===== src/rtl/msrv32_agu_if.sv =====
// Request/response bundle between decode, the AGU and the branch/LSU consumers.
// Latency: none (wires only).
// Backpressure: valid/ready on both sides; the AGU drives in_ready_out and out_valid_out.
// Ports: request side (in_*, pc/rs1/imm, base_sel/op/size), response side
//        (out_valid/out_ready, addr, misaligned), debug counter (clr_cnt_in, misalign_cnt_out).
interface msrv32_agu_if #(
   parameter int XLEN  = 32,
   parameter int CNT_W = 8
);
   logic             in_valid_in;
   logic             in_ready_out;
   logic [XLEN-1:0]  pc_in;
   logic [XLEN-1:0]  rs1_in;
   logic [XLEN-1:0]  imm_in;
   logic [1:0]       base_sel_in;
   logic [1:0]       op_in;
   logic [1:0]       size_in;
   logic             out_valid_out;
   logic             out_ready_in;
   logic [XLEN-1:0]  addr_out;
   logic             misaligned_out;
   logic             clr_cnt_in;
   logic [CNT_W-1:0] misalign_cnt_out;

   // AGU side
   modport slave (
      input  in_valid_in, pc_in, rs1_in, imm_in, base_sel_in, op_in, size_in,
             out_ready_in, clr_cnt_in,
      output in_ready_out, out_valid_out, addr_out, misaligned_out, misalign_cnt_out
   );

   // Requester/consumer side
   modport master (
      output in_valid_in, pc_in, rs1_in, imm_in, base_sel_in, op_in, size_in,
             out_ready_in, clr_cnt_in,
      input  in_ready_out, out_valid_out, addr_out, misaligned_out, misalign_cnt_out
   );
endinterface


===== src/rtl/msrv32_agu.sv =====
// Address generation: base (PC/RS1/zero) + imm, JALR bit-0 clear, misalignment flag.
// Latency: 1 cycle from accepted request to out_valid_out via a 2-entry output buffer.
// Backpressure: in_ready_out = buffer not full, from registered count only (no path from out_ready_in).
// Ports: clk_in, rst_n_in (async active-low); bus (slave modport) carries the request,
//        response and misalign-counter signals.
module msrv32_agu #(
   parameter int XLEN   = 32,
   parameter int IALIGN = 32,
   parameter int CNT_W  = 8
) (
   input logic          clk_in,
   input logic          rst_n_in,
   msrv32_agu_if.slave  bus
);
   typedef struct packed {
      logic [XLEN-1:0] addr;
      logic            mis;
   } ent_t;

   logic [XLEN-1:0]  base;
   logic [XLEN-1:0]  sum;
   logic [XLEN-1:0]  addr_calc;
   logic             mis_calc;

   ent_t             mem_q [2];
   ent_t             mem_d [2];
   logic             rd_ptr_q, rd_ptr_d;
   logic             wr_ptr_q, wr_ptr_d;
   logic [1:0]       count_q, count_d;
   logic [CNT_W-1:0] cnt_q, cnt_d;

   logic             in_rdy;
   logic             out_vld;
   logic             push;
   logic             pop;

   // Address and alignment check on the incoming request
   always_comb begin
      base = '0;
      case (bus.base_sel_in)
         2'b00:   base = bus.pc_in;
         2'b01:   base = bus.rs1_in;
         default: base = '0;
      endcase

      sum       = base + bus.imm_in;
      addr_calc = sum;
      if (bus.op_in == 2'b01) begin
         addr_calc[0] = 1'b0;
      end

      mis_calc = 1'b0;
      if (bus.op_in[1] == 1'b0) begin
         // fetch / JALR target: size is irrelevant, only instruction alignment matters
         mis_calc = (IALIGN == 16) ? addr_calc[0] : (addr_calc[1:0] != 2'b00);
      end else begin
         case (bus.size_in)
            2'b00:   mis_calc = 1'b0;
            2'b01:   mis_calc = addr_calc[0];
            2'b10:   mis_calc = (addr_calc[1:0] != 2'b00);
            // doubleword on a 32-bit datapath degrades to a word access
            default: mis_calc = (XLEN == 64) ? (addr_calc[2:0] != 3'b000)
                                             : (addr_calc[1:0] != 2'b00);
         endcase
      end
   end

   assign in_rdy  = (count_q != 2'd2);
   assign out_vld = (count_q != 2'd0);
   assign push    = bus.in_valid_in & in_rdy;
   assign pop     = out_vld & bus.out_ready_in;

   always_comb begin
      mem_d    = mem_q;
      wr_ptr_d = wr_ptr_q;
      rd_ptr_d = rd_ptr_q;
      count_d  = count_q;
      cnt_d    = cnt_q;

      if (push) begin
         mem_d[wr_ptr_q].addr = addr_calc;
         mem_d[wr_ptr_q].mis  = mis_calc;
         wr_ptr_d             = ~wr_ptr_q;
      end
      if (pop) begin
         rd_ptr_d = ~rd_ptr_q;
      end

      if (push && !pop) begin
         count_d = count_q + 2'd1;
      end else if (pop && !push) begin
         count_d = count_q - 2'd1;
      end

      // clear wins over a same-cycle increment
      if (bus.clr_cnt_in) begin
         cnt_d = '0;
      end else if (push && mis_calc && (cnt_q != {CNT_W{1'b1}})) begin
         cnt_d = cnt_q + {{(CNT_W-1){1'b0}}, 1'b1};
      end
   end

   always_ff @(posedge clk_in or negedge rst_n_in) begin
      if (!rst_n_in) begin
         mem_q[0] <= '0;
         mem_q[1] <= '0;
         wr_ptr_q <= 1'b0;
         rd_ptr_q <= 1'b0;
         count_q  <= 2'd0;
         cnt_q    <= '0;
      end else begin
         mem_q    <= mem_d;
         wr_ptr_q <= wr_ptr_d;
         rd_ptr_q <= rd_ptr_d;
         count_q  <= count_d;
         cnt_q    <= cnt_d;
      end
   end

   // Outputs come straight from the head entry so they hold while stalled
   assign bus.in_ready_out     = in_rdy;
   assign bus.out_valid_out    = out_vld;
   assign bus.addr_out         = mem_q[rd_ptr_q].addr;
   assign bus.misaligned_out   = mem_q[rd_ptr_q].mis;
   assign bus.misalign_cnt_out = cnt_q;
endmodule


===== src/flat_wrapper.sv =====
// flat-port wrapper written by rule: the top's interface ports become plain ports
module msrv32_agu_flat 
#(
   parameter int XLEN   = 32,
   parameter int IALIGN = 32,
   parameter int CNT_W  = 8
)
  (clk_in, rst_n_in, bus_in_valid_in, bus_pc_in, bus_rs1_in, bus_imm_in, bus_base_sel_in, bus_op_in, bus_size_in, bus_out_ready_in, bus_clr_cnt_in, bus_in_ready_out, bus_out_valid_out, bus_addr_out, bus_misaligned_out, bus_misalign_cnt_out);
  msrv32_agu_if #(.XLEN(XLEN), .CNT_W(CNT_W)) bus_i ();
  input logic clk_in;
  input logic rst_n_in;
  input wire logic [$bits(bus_i.in_valid_in)-1:0] bus_in_valid_in;
  input wire logic [$bits(bus_i.pc_in)-1:0] bus_pc_in;
  input wire logic [$bits(bus_i.rs1_in)-1:0] bus_rs1_in;
  input wire logic [$bits(bus_i.imm_in)-1:0] bus_imm_in;
  input wire logic [$bits(bus_i.base_sel_in)-1:0] bus_base_sel_in;
  input wire logic [$bits(bus_i.op_in)-1:0] bus_op_in;
  input wire logic [$bits(bus_i.size_in)-1:0] bus_size_in;
  input wire logic [$bits(bus_i.out_ready_in)-1:0] bus_out_ready_in;
  input wire logic [$bits(bus_i.clr_cnt_in)-1:0] bus_clr_cnt_in;
  output wire logic [$bits(bus_i.in_ready_out)-1:0] bus_in_ready_out;
  output wire logic [$bits(bus_i.out_valid_out)-1:0] bus_out_valid_out;
  output wire logic [$bits(bus_i.addr_out)-1:0] bus_addr_out;
  output wire logic [$bits(bus_i.misaligned_out)-1:0] bus_misaligned_out;
  output wire logic [$bits(bus_i.misalign_cnt_out)-1:0] bus_misalign_cnt_out;
  assign bus_i.in_valid_in = bus_in_valid_in;
  assign bus_i.pc_in = bus_pc_in;
  assign bus_i.rs1_in = bus_rs1_in;
  assign bus_i.imm_in = bus_imm_in;
  assign bus_i.base_sel_in = bus_base_sel_in;
  assign bus_i.op_in = bus_op_in;
  assign bus_i.size_in = bus_size_in;
  assign bus_i.out_ready_in = bus_out_ready_in;
  assign bus_i.clr_cnt_in = bus_clr_cnt_in;
  assign bus_in_ready_out = bus_i.in_ready_out;
  assign bus_out_valid_out = bus_i.out_valid_out;
  assign bus_addr_out = bus_i.addr_out;
  assign bus_misaligned_out = bus_i.misaligned_out;
  assign bus_misalign_cnt_out = bus_i.misalign_cnt_out;
  msrv32_agu #(.XLEN(XLEN), .IALIGN(IALIGN), .CNT_W(CNT_W)) u_core (.clk_in(clk_in), .rst_n_in(rst_n_in), .bus(bus_i));
endmodule

===== config.mk =====
export PLATFORM = sky130hd
export DESIGN_NAME = msrv32_agu_flat
export DESIGN_NICKNAME = d
export VERILOG_FILES = /design/src/rtl/msrv32_agu_if.sv /design/src/rtl/msrv32_agu.sv /design/src/flat_wrapper.sv
export SDC_FILE = /design/constraint.sdc
export NUM_CORES = 1
export LEC_CHECK = 0
export CAP_MARGIN = 0
export CORE_UTILIZATION = 50
export CTS_CLUSTER_SIZE = 16
export DETAILED_ROUTE_END_ITERATION = 7
export PLACE_DENSITY = 0.91
export SYNTH_ARGS = -nofsm -noshare
export SYNTH_HDL_FRONTEND = slang
export SYNTH_SLANG_ARGS = --single-unit

===== constraint.sdc =====
create_clock -name clk_in -period 2.9 [get_ports clk_in]
set_clock_uncertainty 0.2 [all_clocks]
set_input_delay 0.29 -clock clk_in [delete_from_list [all_inputs] [get_ports clk_in]]
set_output_delay 0.29 -clock clk_in [all_outputs]
set_load 0.02 [all_outputs]

# Word level (Yosys, flattened, before mapping)
# Cells that the tools add are included.
# totals
regBits,78
inputBits,107
# classes
n_addsub,4
order_cmp,3
n_eq_ne,5
n_mux,17
bitwise_logic,6
reduce_logical,13
# op_table
op,n
66-bit bitwise mux,2
33-bit 2-to-1 mux,4
33-bit demux with 1-bit select,2
32-bit case mux with 2 select lines,1
32-bit adder,1
8-bit 2-to-1 mux,2
8-bit by 1-bit adder with 8-bit output (second input constant),1
8-bit != test (second input constant),1
2-bit nonzero test,4
2-bit by 1-bit == test with 1-bit output (second input constant),3
1-bit logical AND,5
2-bit greater-or-equal comparator (second input constant),2
2-bit logical NOT,2
2-bit 2-to-1 mux,2
1-bit inverter with 2-bit output,2
1-bit 2-to-1 mux,3
2-bit by 1-bit adder with 2-bit output (second input constant),1
1-bit bitwise AND,2
1-bit logical NOT,2
2-bit by 1-bit less-than comparator with 1-bit output (second input constant),1
2-bit != test (second input constant),1
1-bit inverter,2
1-bit case mux with 2 select lines,1
2-bit by 1-bit subtractor with 2-bit output (second input constant),1

# Depth between registers and ports, before layout
# Gate-level depths: netlist of the first run.
# logic_depth
word_depth,11
depth_mapped,15

# Worst setup path after synthesis of the first run
# No wires, ideal clock.
# synth_timing
kind,in2reg
startpoint,in bus_base_sel_in[0]
endpoint,reg u_core.mem_q[29] (netlist bit)
arrival_ns,3.229
required_time_ns,2.575
path_slack_ns,-0.653
stages,15
n_path_buf,2
cell_sequence,clkbuf_1 > buf_1 > mux2i_1 > nor2_1 > ha_1 > inv_1 > fa_1 > nor2b_1 > o31a_1 > o311ai_1 > a21oi_1 > a211oi_1 > o21ai_1 > xor2_1 > mux2_2
# synth_via
elab_chain_cells,5
# synth_lines
element,line,text
from (decl),flat_wrapper.sv:16,input wire logic [$bits(bus_i.base_sel_in)-1:0] bus_base_sel_in;
2-bit by 1-bit == test with 1-bit output / 2-bit logical NOT (equally long branches),msrv32_agu.sv:40,case (bus.base_sel_in)
32-bit case mux with 2 select lines (*),msrv32_agu.sv:40,
32-bit adder (*),msrv32_agu.sv:46,sum = base + bus.imm_in;
66-bit bitwise mux (*),msrv32_agu.sv:81,mem_d[wr_ptr_q].addr = addr_calc;
66-bit bitwise mux (*),msrv32_agu.sv:82,mem_d[wr_ptr_q].mis = mis_calc;
to (signal assigned),msrv32_agu.sv:112,mem_q <= mem_d;
to (decl),msrv32_agu.sv:25,ent_t mem_q [2];
# Mark *: on every way between the ends. The rest lies on a longest branch, timed or not.
# A chain may end at the register's enable or synchronous reset.

# Worst setup path in the final report of the first run
# layout_timing
startpoint,in bus_base_sel_in[0]
endpoint,reg u_core.mem_q[32] (netlist bit)
# Same word-level chain as after synthesis.

==> impl_results.md, run 1 <==
- Status: completed
- P_leak: ~0.004 uW
- Clock Power Share: ~14%
- Via count: approximately 5.8k
- Most frequent cells in the layout: clkdlybuf4s50_1, nand2_1, buf_4
- Antenna violation net count after detailed routing: 0
- Global-route usage over all layers: roughly 30%
- GR Overflow Total: 0
- Cell family with most CP delay: compound AO/OA/AOI/OAI gates
- Routed len/inst: 16.6 um
- Worst IR drop on VDD: 0.823 mV
- First-pass GRT wire length: between 20 and 30 mm
- H-Tree Level Count: 3
- Post-Syn Instances: 631
- Worst setup EP type: register
- CTS Buffer Depth: 2
- Dpl cells: ~990
- Worst Hold Depth: 2
- R2R cell count: 7
- CP cell instances: buf_8 -> buf_12 -> buf_4 -> buf_4 -> mux2i_1 -> nor2_1 -> ha_1 -> and4_4 -> nand3_2 -> a21oi_2 -> o311a_4 -> o211a_1 -> or3_4 -> a211o_1 -> nand3_1
- Crit path required time: 2.99 ns
- Sw Ratio: 38.6%
- Setup ws final: between 0.02 and 0.03 ns
- EDFF count, synth: 0
- Diodes inserted: 0
- Share of cells above drive strength 1: 26.1%
- Vias per inst: roughly 5.6
- Hold endpoint: u_core.mem_q[10]$_DFFE_PN0P_
- Hold Vio Cnt, Final: 0
- Post-route DRC: 0
- Final RePlAce weighted congestion: 0.887
- Netlist cell types: 52
- Fraction of synthesized area in multiplexers: between 10% and 20%
- Prevailing post-synth register cell: dfrtp_1
- Xor/xnor cell area share of the yosys netlist: under 10%
- Post-route insts no fill: ~1.0k
- Commonest non-fill, non-tap cell in the layout: clkdlybuf4s50_1
- Core ar.: roughly 0.011 mm^2
- Adder-Cell Fraction of Synth Area: under 10%
- Power Internal: 3920 uW
- Crit path time final: roughly 2.9 ns
- Wire length on met2: roughly 9 mm
- Port bufs: ~150
- CTS tree: done
- CP dominant cell by count: buf_4
- Area of the multi-input gates: 0.00369 mm^2
- RR Startpoint: u_core.count_q[0]$_DFFE_PN0P_
- Initial antenna violation count: 0
- Max FO, Critical Path: 6
- Die H: about 110 um
- CTS Buf Count: 9
- Area grow syn2layout: 52.1%
- Relative slew slack: 36.6%
- Combinational group share of total power: between 50% and 60%
- Area of the die: approximately 0.012 mm^2
- FMAX: 348 MHz
- Setup violators final: 0
- Setup TNS: 0 ns
- Pre-CTS setup slack: -0.665 ns
- Total of max-cap violations: 0
- Buf/Inv on CP: 4
- Max Used Layer: met4
- PD cells: roughly 750 mW/mm^2
- R2R setup slack: between 0.6 and 0.7 ns
- Synth warnings: 0
- Reg area: about 0.0020 mm^2
- Clk slew on worst S/H paths: about 0.08 ns
- DRT iter0 DRCs: 360
- Vias in the first global route: between 5k and 6k
- Detailed Route WL: 17.0 mm
- Hold Path Class: reg2reg
- Yosys reg bits: between 70 and 80
- Main combinational cell family by area after synthesis: simple AND/OR/NAND/NOR gates
- Synth Area per Inst: slightly below 9 um^2
- Fin crit share: between 90% and 100%
- Met3 wire len: approximately 850 um
- Total power: about 6400 uW
- Worst slew pin tran: approximately 0.95 ns
- Metal-1 WL: 6.77 mm
- Compound-Gate Fraction of Synth Area: between 10 and 15%
- Slew Limit Fails: 0
- Switching power: 2460 uW
- Asr flop ratio synth: 100%
- Crit path DAT: between 2 and 3 ns
- Clk Latency, worst-skew pair: between 0.3 and 0.4 ns
- Hold_sp: u_core.mem_q[10]$_DFFE_PN0P_
- CP Launch Type: input port
- Slowest CP cell: o311a_4
- Flop pwr share: between 20 and 30%
- Mapped cell area: approximately 0.0056 mm^2
- Post-Syn Nets: between 700 and 800
- Drt pass-1 iters: 5
- CTS root buffer: clkbuf_8
- Fill cell count: between 700 and 800
- FF-to-FF End: u_core.mem_q[59]$_DFFE_PN0P_
- Rows: 38
- Largest net degree at the start of global routing: 79
- I/O Pins: 150
- Sequential fraction of the synthesis area: between 30% and 40%
- Setup Crit Path Kind: in2reg
- Synth Area in Simple Gates: a little under a fifth
- Nets: about 1.0k
- Die Width: between 100 and 150 um
- Placed wire-length estimate: 12.9 mm
- Unrepaired setup endpoints after global routing: yes
- Clock Sinks: ~80
- CP peak stage delay: around 0.39 ns
- Initial core utilization: around half
[sequential cells by signal, summed over array words and instances, names as in the netlist]
name                         count
u_core.count_q                   2
u_core.wr_ptr_q                  1
u_core.bus.misalign_cnt_out      8
u_core.rd_ptr_q                  1
u_core.mem_q                    66
[synth_stat cells, types with 5 or more instances]
cell	count	area, um^2
a211oi_1	6	45.0
xor2_1	16	140
inv_1	14	52.6
nand3_1	14	70.1
buf_1	7	26.3
or2_2	5	31.3
a21oi_1	25	125
nor3_1	8	40.0
xnor2_1	15	131
a21o_1	14	105
ha_1	33	413
nand4_1	12	75.1
dfrtp_1	78	1950
o211ai_1	5	37.5
mux2_2	51	574
o31ai_1	8	60.1
a211o_1	6	52.6
nor2_1	62	233
nand2_1	118	443
o21a_1	7	52.6
o21ai_0	18	90.1
mux2i_1	33	330
clkbuf_1	23	86.3
[kinds of logic (layout without fill, tap and decap cells)]
logic type,Yosys count,count (layout)
compound gates,119,119
xor+xnor,31,31
fa+ha+maj,34,34
buf+inv,44,298
flops,78,78
mux,84,84
simple gates,241,241
[timing repair]
action	4_1_cts	5_1_grt
cloned	0	0
setup buffers	11	5
endpoints found under the hold margin	78	0
resized for setup	29	25
endpoints found under the setup margin	38	34
pin swaps	26	20
hold buffers	1	0
[worst register-to-register path, delay by kind of cell, from the launching register on]
| family | cells | cell delay, ns |
|---|---|---|
| flip-flops | 1 | 0.42 |
| AND/OR/NAND/NOR | 4 | 0.83 |
| buffers and inverters | 2 | 0.52 |
| AO/OA/AOI/OAI | 1 | 0.16 |
[power by group through the flow]
stage,sequential (uW),combinational (uW),clock (uW)
after floorplan,1770,2090,0
after global placement,1800,3430,0
after detailed placement,1840,3530,0
after CTS,1830,3610,914
after global routing,1880,3900,951
final,1830,3640,904
[metal layers]
metal | track usage [%] | vias up
met5 | 0 | -
met4 | 8.81 | 0
met3 | 5.08 | 31
met2 | 56.2 | 204
met1 | 33.9 | 2781
li1 | - | 2735
[worst max-delay path by stage]
stage                        from                            to  slack (ns)  depth (start not counted)
6_report       bus_base_sel_in[0]  u_core.mem_q[32]$_DFFE_PN0P_        0.03                         15
4_1_cts        bus_base_sel_in[0]  u_core.mem_q[32]$_DFFE_PN0P_       -0.03                         14
2_1_floorplan  bus_base_sel_in[0]  u_core.mem_q[32]$_DFFE_PN0P_       -0.13                         13
5_1_grt        bus_base_sel_in[0]  u_core.mem_q[30]$_DFFE_PN0P_       -0.06                         15
3_3_place_gp   bus_base_sel_in[1]  u_core.mem_q[60]$_DFFE_PN0P_       -0.55                         14
3_5_place_dp   bus_base_sel_in[1]  u_core.mem_q[60]$_DFFE_PN0P_       -0.67                         14
[area by class of cell]
| class | count | share of cell area [%] |
|---|---|---|
| Clock buffer | 11 | 1.78 |
| Clock inverter | 4 | 0.822 |
| Inverter | 14 | 0.616 |
| Multi-Input combinational cell | 509 | 43.3 |
| Sequential cell | 78 | 22.9 |
| Tap cell | 140 | 2.05 |
| Timing Repair Buffer | 269 | 28.6 |
[per-stage QoR]
| step | util [%] | hold WS, ns | cell area [um^2] |
|---|---|---|---|
| 2_1_floorplan | - | -0.206 | 5730 |
| 3_3_place_gp | 73.8 | 0.253 | 8030 |
| 3_5_place_dp | 73.8 | 0.259 | 8030 |
| 4_1_cts | 77.3 | 0.277 | 8410 |
| 5_1_grt | 78.3 | 0.300 | 8530 |
| 6_report | 78.3 | 0.278 | 8530 |
No activity file was read; power rests on OpenSTA's default activity.
==> run 2: changes to the inputs <==
--- a/config.mk
+++ b/config.mk
@@ -9,7 +9,10 @@
 export CORE_UTILIZATION = 50
 export CTS_CLUSTER_SIZE = 16
 export DETAILED_ROUTE_END_ITERATION = 7
+export GPL_ROUTABILITY_DRIVEN = 0
+export GPL_TIMING_DRIVEN = 0
 export PLACE_DENSITY = 0.91
 export SYNTH_ARGS = -nofsm -noshare
 export SYNTH_HDL_FRONTEND = slang
 export SYNTH_SLANG_ARGS = --single-unit
+export TNS_END_PERCENT = 1
==> run 2 against run 1 <==
Against the previous run:
- the flow now finishes with violations (setup timing)
- global-route usage is 0.83 points lower
- register-to-register slack got worse by 0.50 ns
- worst hold slack lost 0.18 ns
- core utilization down 4.9 points
- sequential power about the same
- critical path depth down 2
- setup slack got worse by 0.16 ns
- total power is 2.4% lower
- critical path type unchanged
- largest cell class unchanged
- largest power group unchanged
==> impl_results.md, run 2 (same netlist as run 1, synthesis figures left out) <==
- Share of cells above drive strength 1: 19.3% (-6.8 points)
- Finished Cell Area: 0.00800 mm^2 (-6.2%)
- Hold_sp: bus_clr_cnt_in
- Max reg flops: 66 (unchanged)
- Worst Setup SP: bus_rs1_in[9]
- Area grow syn2layout: 42.6%
- P_leak: 0.00365 uW (-10%)
- GR Overflow Total: 0 (unchanged)
- CTS Buffer Depth: 2 (unchanged)
- Vias per inst: 6.00 (+6.9%)
- Total of max-cap violations: 0 (unchanged)
- Post-route insts no fill: 952 (-7.1%)
- Max FO, Critical Path: 6 (unchanged)
- CTS tree: done
- PD cells: 778 mW/mm^2 (+4.1%)
- Setup violators final: 20 (+20)
- FF-to-FF End: u_core.mem_q[14]$_DFFE_PN0P_
- Core ar.: 0.0109 mm^2 (unchanged)
- Hold Vio Cnt, Final: 0 (unchanged)
- Routed len/inst: 18.4 um (+11%)
- Detailed Route WL: 17.5 mm (+3.0%)
- Commonest non-fill, non-tap cell in the layout: clkdlybuf4s50_1
- Crit path DAT: 3.07 ns (+0.11 ns)
- Clock Sinks: 78 (unchanged)
- Largest net degree at the start of global routing: 79 (unchanged)
- FMAX: 329 MHz (-5.4%)
- Failing checks: setup timing
- Unrepaired setup endpoints after global routing: yes
- Drt pass-1 iters: 8 (+3)
- Initial core utilization: 51.5% (unchanged)
- Rows: 38 (unchanged)
- Fill cell count: 729 (-0.14%)
- Area of the die: 0.0116 mm^2 (unchanged)
- Diodes inserted: 0 (unchanged)
- Placed wire-length estimate: 12.1 mm (-6.3%)
- R2R setup slack: 0.16 ns (-0.50 ns)
- Crit path required time: 2.93 ns (-0.06 ns)
- CTS root buffer: clkbuf_8
- Area after DPL: 0.00732 mm^2 (-8.8%)
- RR Startpoint: u_core.count_q[0]$_DFFE_PN0P_
- First-pass GRT wire length: 26.3 mm (-2.8%)
- Crit path time final: 3.04 ns (+0.165 ns)
- H-Tree Level Count: 3 (unchanged)
- Antenna violation net count after detailed routing: 0 (unchanged)
- Slew Limit Fails: 0 (unchanged)
- Die Width: 108 um (unchanged)
- Dpl cells: 919 (-7.5%)
- DRT iter0 DRCs: 397 (+10%)
- Worst IR drop on VDD: 0.565 mV (-31%)
- R2R cell count: 7 (unchanged)
- Worst Hold Depth: 2 (unchanged)
- Worst setup EP type: register
- Global-route usage over all layers: 28.9% (-0.83 points)
- Hold endpoint: u_core.bus.misalign_cnt_out[3]$_DFFE_PN0P_
- Hold_ws: 0.0951 ns (-0.183 ns)
- Reg with most FFs: u_core.mem_q
- Clk slew on worst S/H paths: 0.08 ns (about the same)
- Post-route DRC: 0 (unchanged)
- Setup ws final: -0.136 ns (-0.165 ns)
- I/O Pins: 150 (unchanged)
- CP Launch Type: input port
- Status: complete, but fails checks
- CTS Buf Count: 9 (unchanged)
- Via count: 5708 (-0.75%)
- Pre-CTS setup slack: -1.48 ns (-0.810 ns)
- Relative slew slack: 51.7% (+15 points)
- Clk Latency, worst-skew pair: 0.34 ns (about the same)
- Fin crit share: 105% (+5.7 points)
- Worst slew pin tran: 0.718 ns (-0.232 ns)
- Nets: 949 (-7.1%)
- Most frequent cells in the layout: clkdlybuf4s50_1, nand2_1, dfrtp_1
- Die H: 108 um (unchanged)
- Port bufs: 147 (-1.3%)
- Initial antenna violation count: 0 (unchanged)
- Vias in the first global route: 5813 (-0.99%)
- Setup Crit Path Kind: in2reg
- Hold Path Class: in2reg
run 2: cell count changes in the layout (fill, tap and decap cells not counted), moves of 4 or more:
cell	change
buf_1	+4
buf_4	-94
dlygate4sd2_1	-4
ha_1	-10
clkbuf_2	+4
ha_2	+7
clkbuf_1	+13
run 2: how the worst max path moves through the flow:
stage	end	slack, ns	cells past startpoint
after CTS	u_core.mem_q[31]$_DFFE_PN0P_	-0.10	15
after detailed placement	u_core.mem_q[52]$_DFFE_PN0P_	-1.48	14
final	u_core.mem_q[31]$_DFFE_PN0P_	-0.14	13
after floorplan	u_core.mem_q[32]$_DFFE_PN0P_	-0.16	13
after global placement	u_core.mem_q[19]$_DFFE_PN0P_	-1.36	14
after global routing	u_core.mem_q[32]$_DFFE_PN0P_	-0.14	12
run 2: area by class of cell:
class,count,area [um^2],share of cell area [%]
clock buffer,10,138,1.72
tap,140,175,2.19
timing repair buffer,168,1670,20.9
clock inverter,5,50.0,0.626
sequential,78,1950,24.4
buffer,28,173,2.16
multi-input combinational,509,3790,47.4
inverter,14,55.1,0.688
run 2: stage by stage:
stage	power [uW]	utilization, %	setup TNS (ns)
after global routing	6540	73.5	-2.34
after floorplan	3830	-	-2.40
final	6230	73.5	-1.24
after detailed placement	5180	67.2	-55.71
after global placement	5040	67.0	-139.46
after CTS	6050	71.6	-0.481
run 2: timing repair:
action	in CTS	in global routing
endpoints found under the hold margin	78	0
pin swaps	27	29
gates cloned	1	0
hold buffers	1	0
endpoints found under the setup margin	85	42
setup buffers	14	5
gates resized for setup	46	53
run 2: routing by layer:
metal | track usage [%] | up-vias | wire length [um] | part of all wire (%)
li1 | - | 2583 | - | -
met2 | 51.6 | 347 | 8700 | 50
met5 | 0 | - | 0 | 0
met4 | 16.9 | 0 | 862 | 4.9
met1 | 32.5 | 2690 | 6620 | 38
met3 | 4.48 | 88 | 1310 | 7.5
run 2: power by group:
part / total, uW / switching [uW] / internal (uW) / leakage, uW
clock network: 792 / 382 / 411 / 0.000102
registers: 1850 / 280 / 1570 / 0.000966
logic: 3580 / 1860 / 1720 / 0.00259
run 2: worst max-delay path: stages:
cell	delay (ns)
clkdlybuf4s50_1	0.47
mux2i_1	0.10
nor2_1	0.18
ha_4	0.25
a21oi_2	0.23
o21ai_4	0.14
a221oi_2	0.29
buf_4	0.18
a21boi_2	0.07
o211ai_1	0.25
o211ai_1	0.15
xor2_1	0.18
mux2_4	0.27
==> run 3: changes to the inputs <==
--- a/config.mk
+++ b/config.mk
@@ -5,7 +5,7 @@
 export SDC_FILE = /design/constraint.sdc
 export NUM_CORES = 1
 export LEC_CHECK = 0
-export CAP_MARGIN = 0
+export CAP_MARGIN = 10
 export CORE_UTILIZATION = 50
 export CTS_CLUSTER_SIZE = 16
 export DETAILED_ROUTE_END_ITERATION = 7
==> results of run 3 <==
Same layout as run 2: the final DEF is identical, and so are final timing and power.
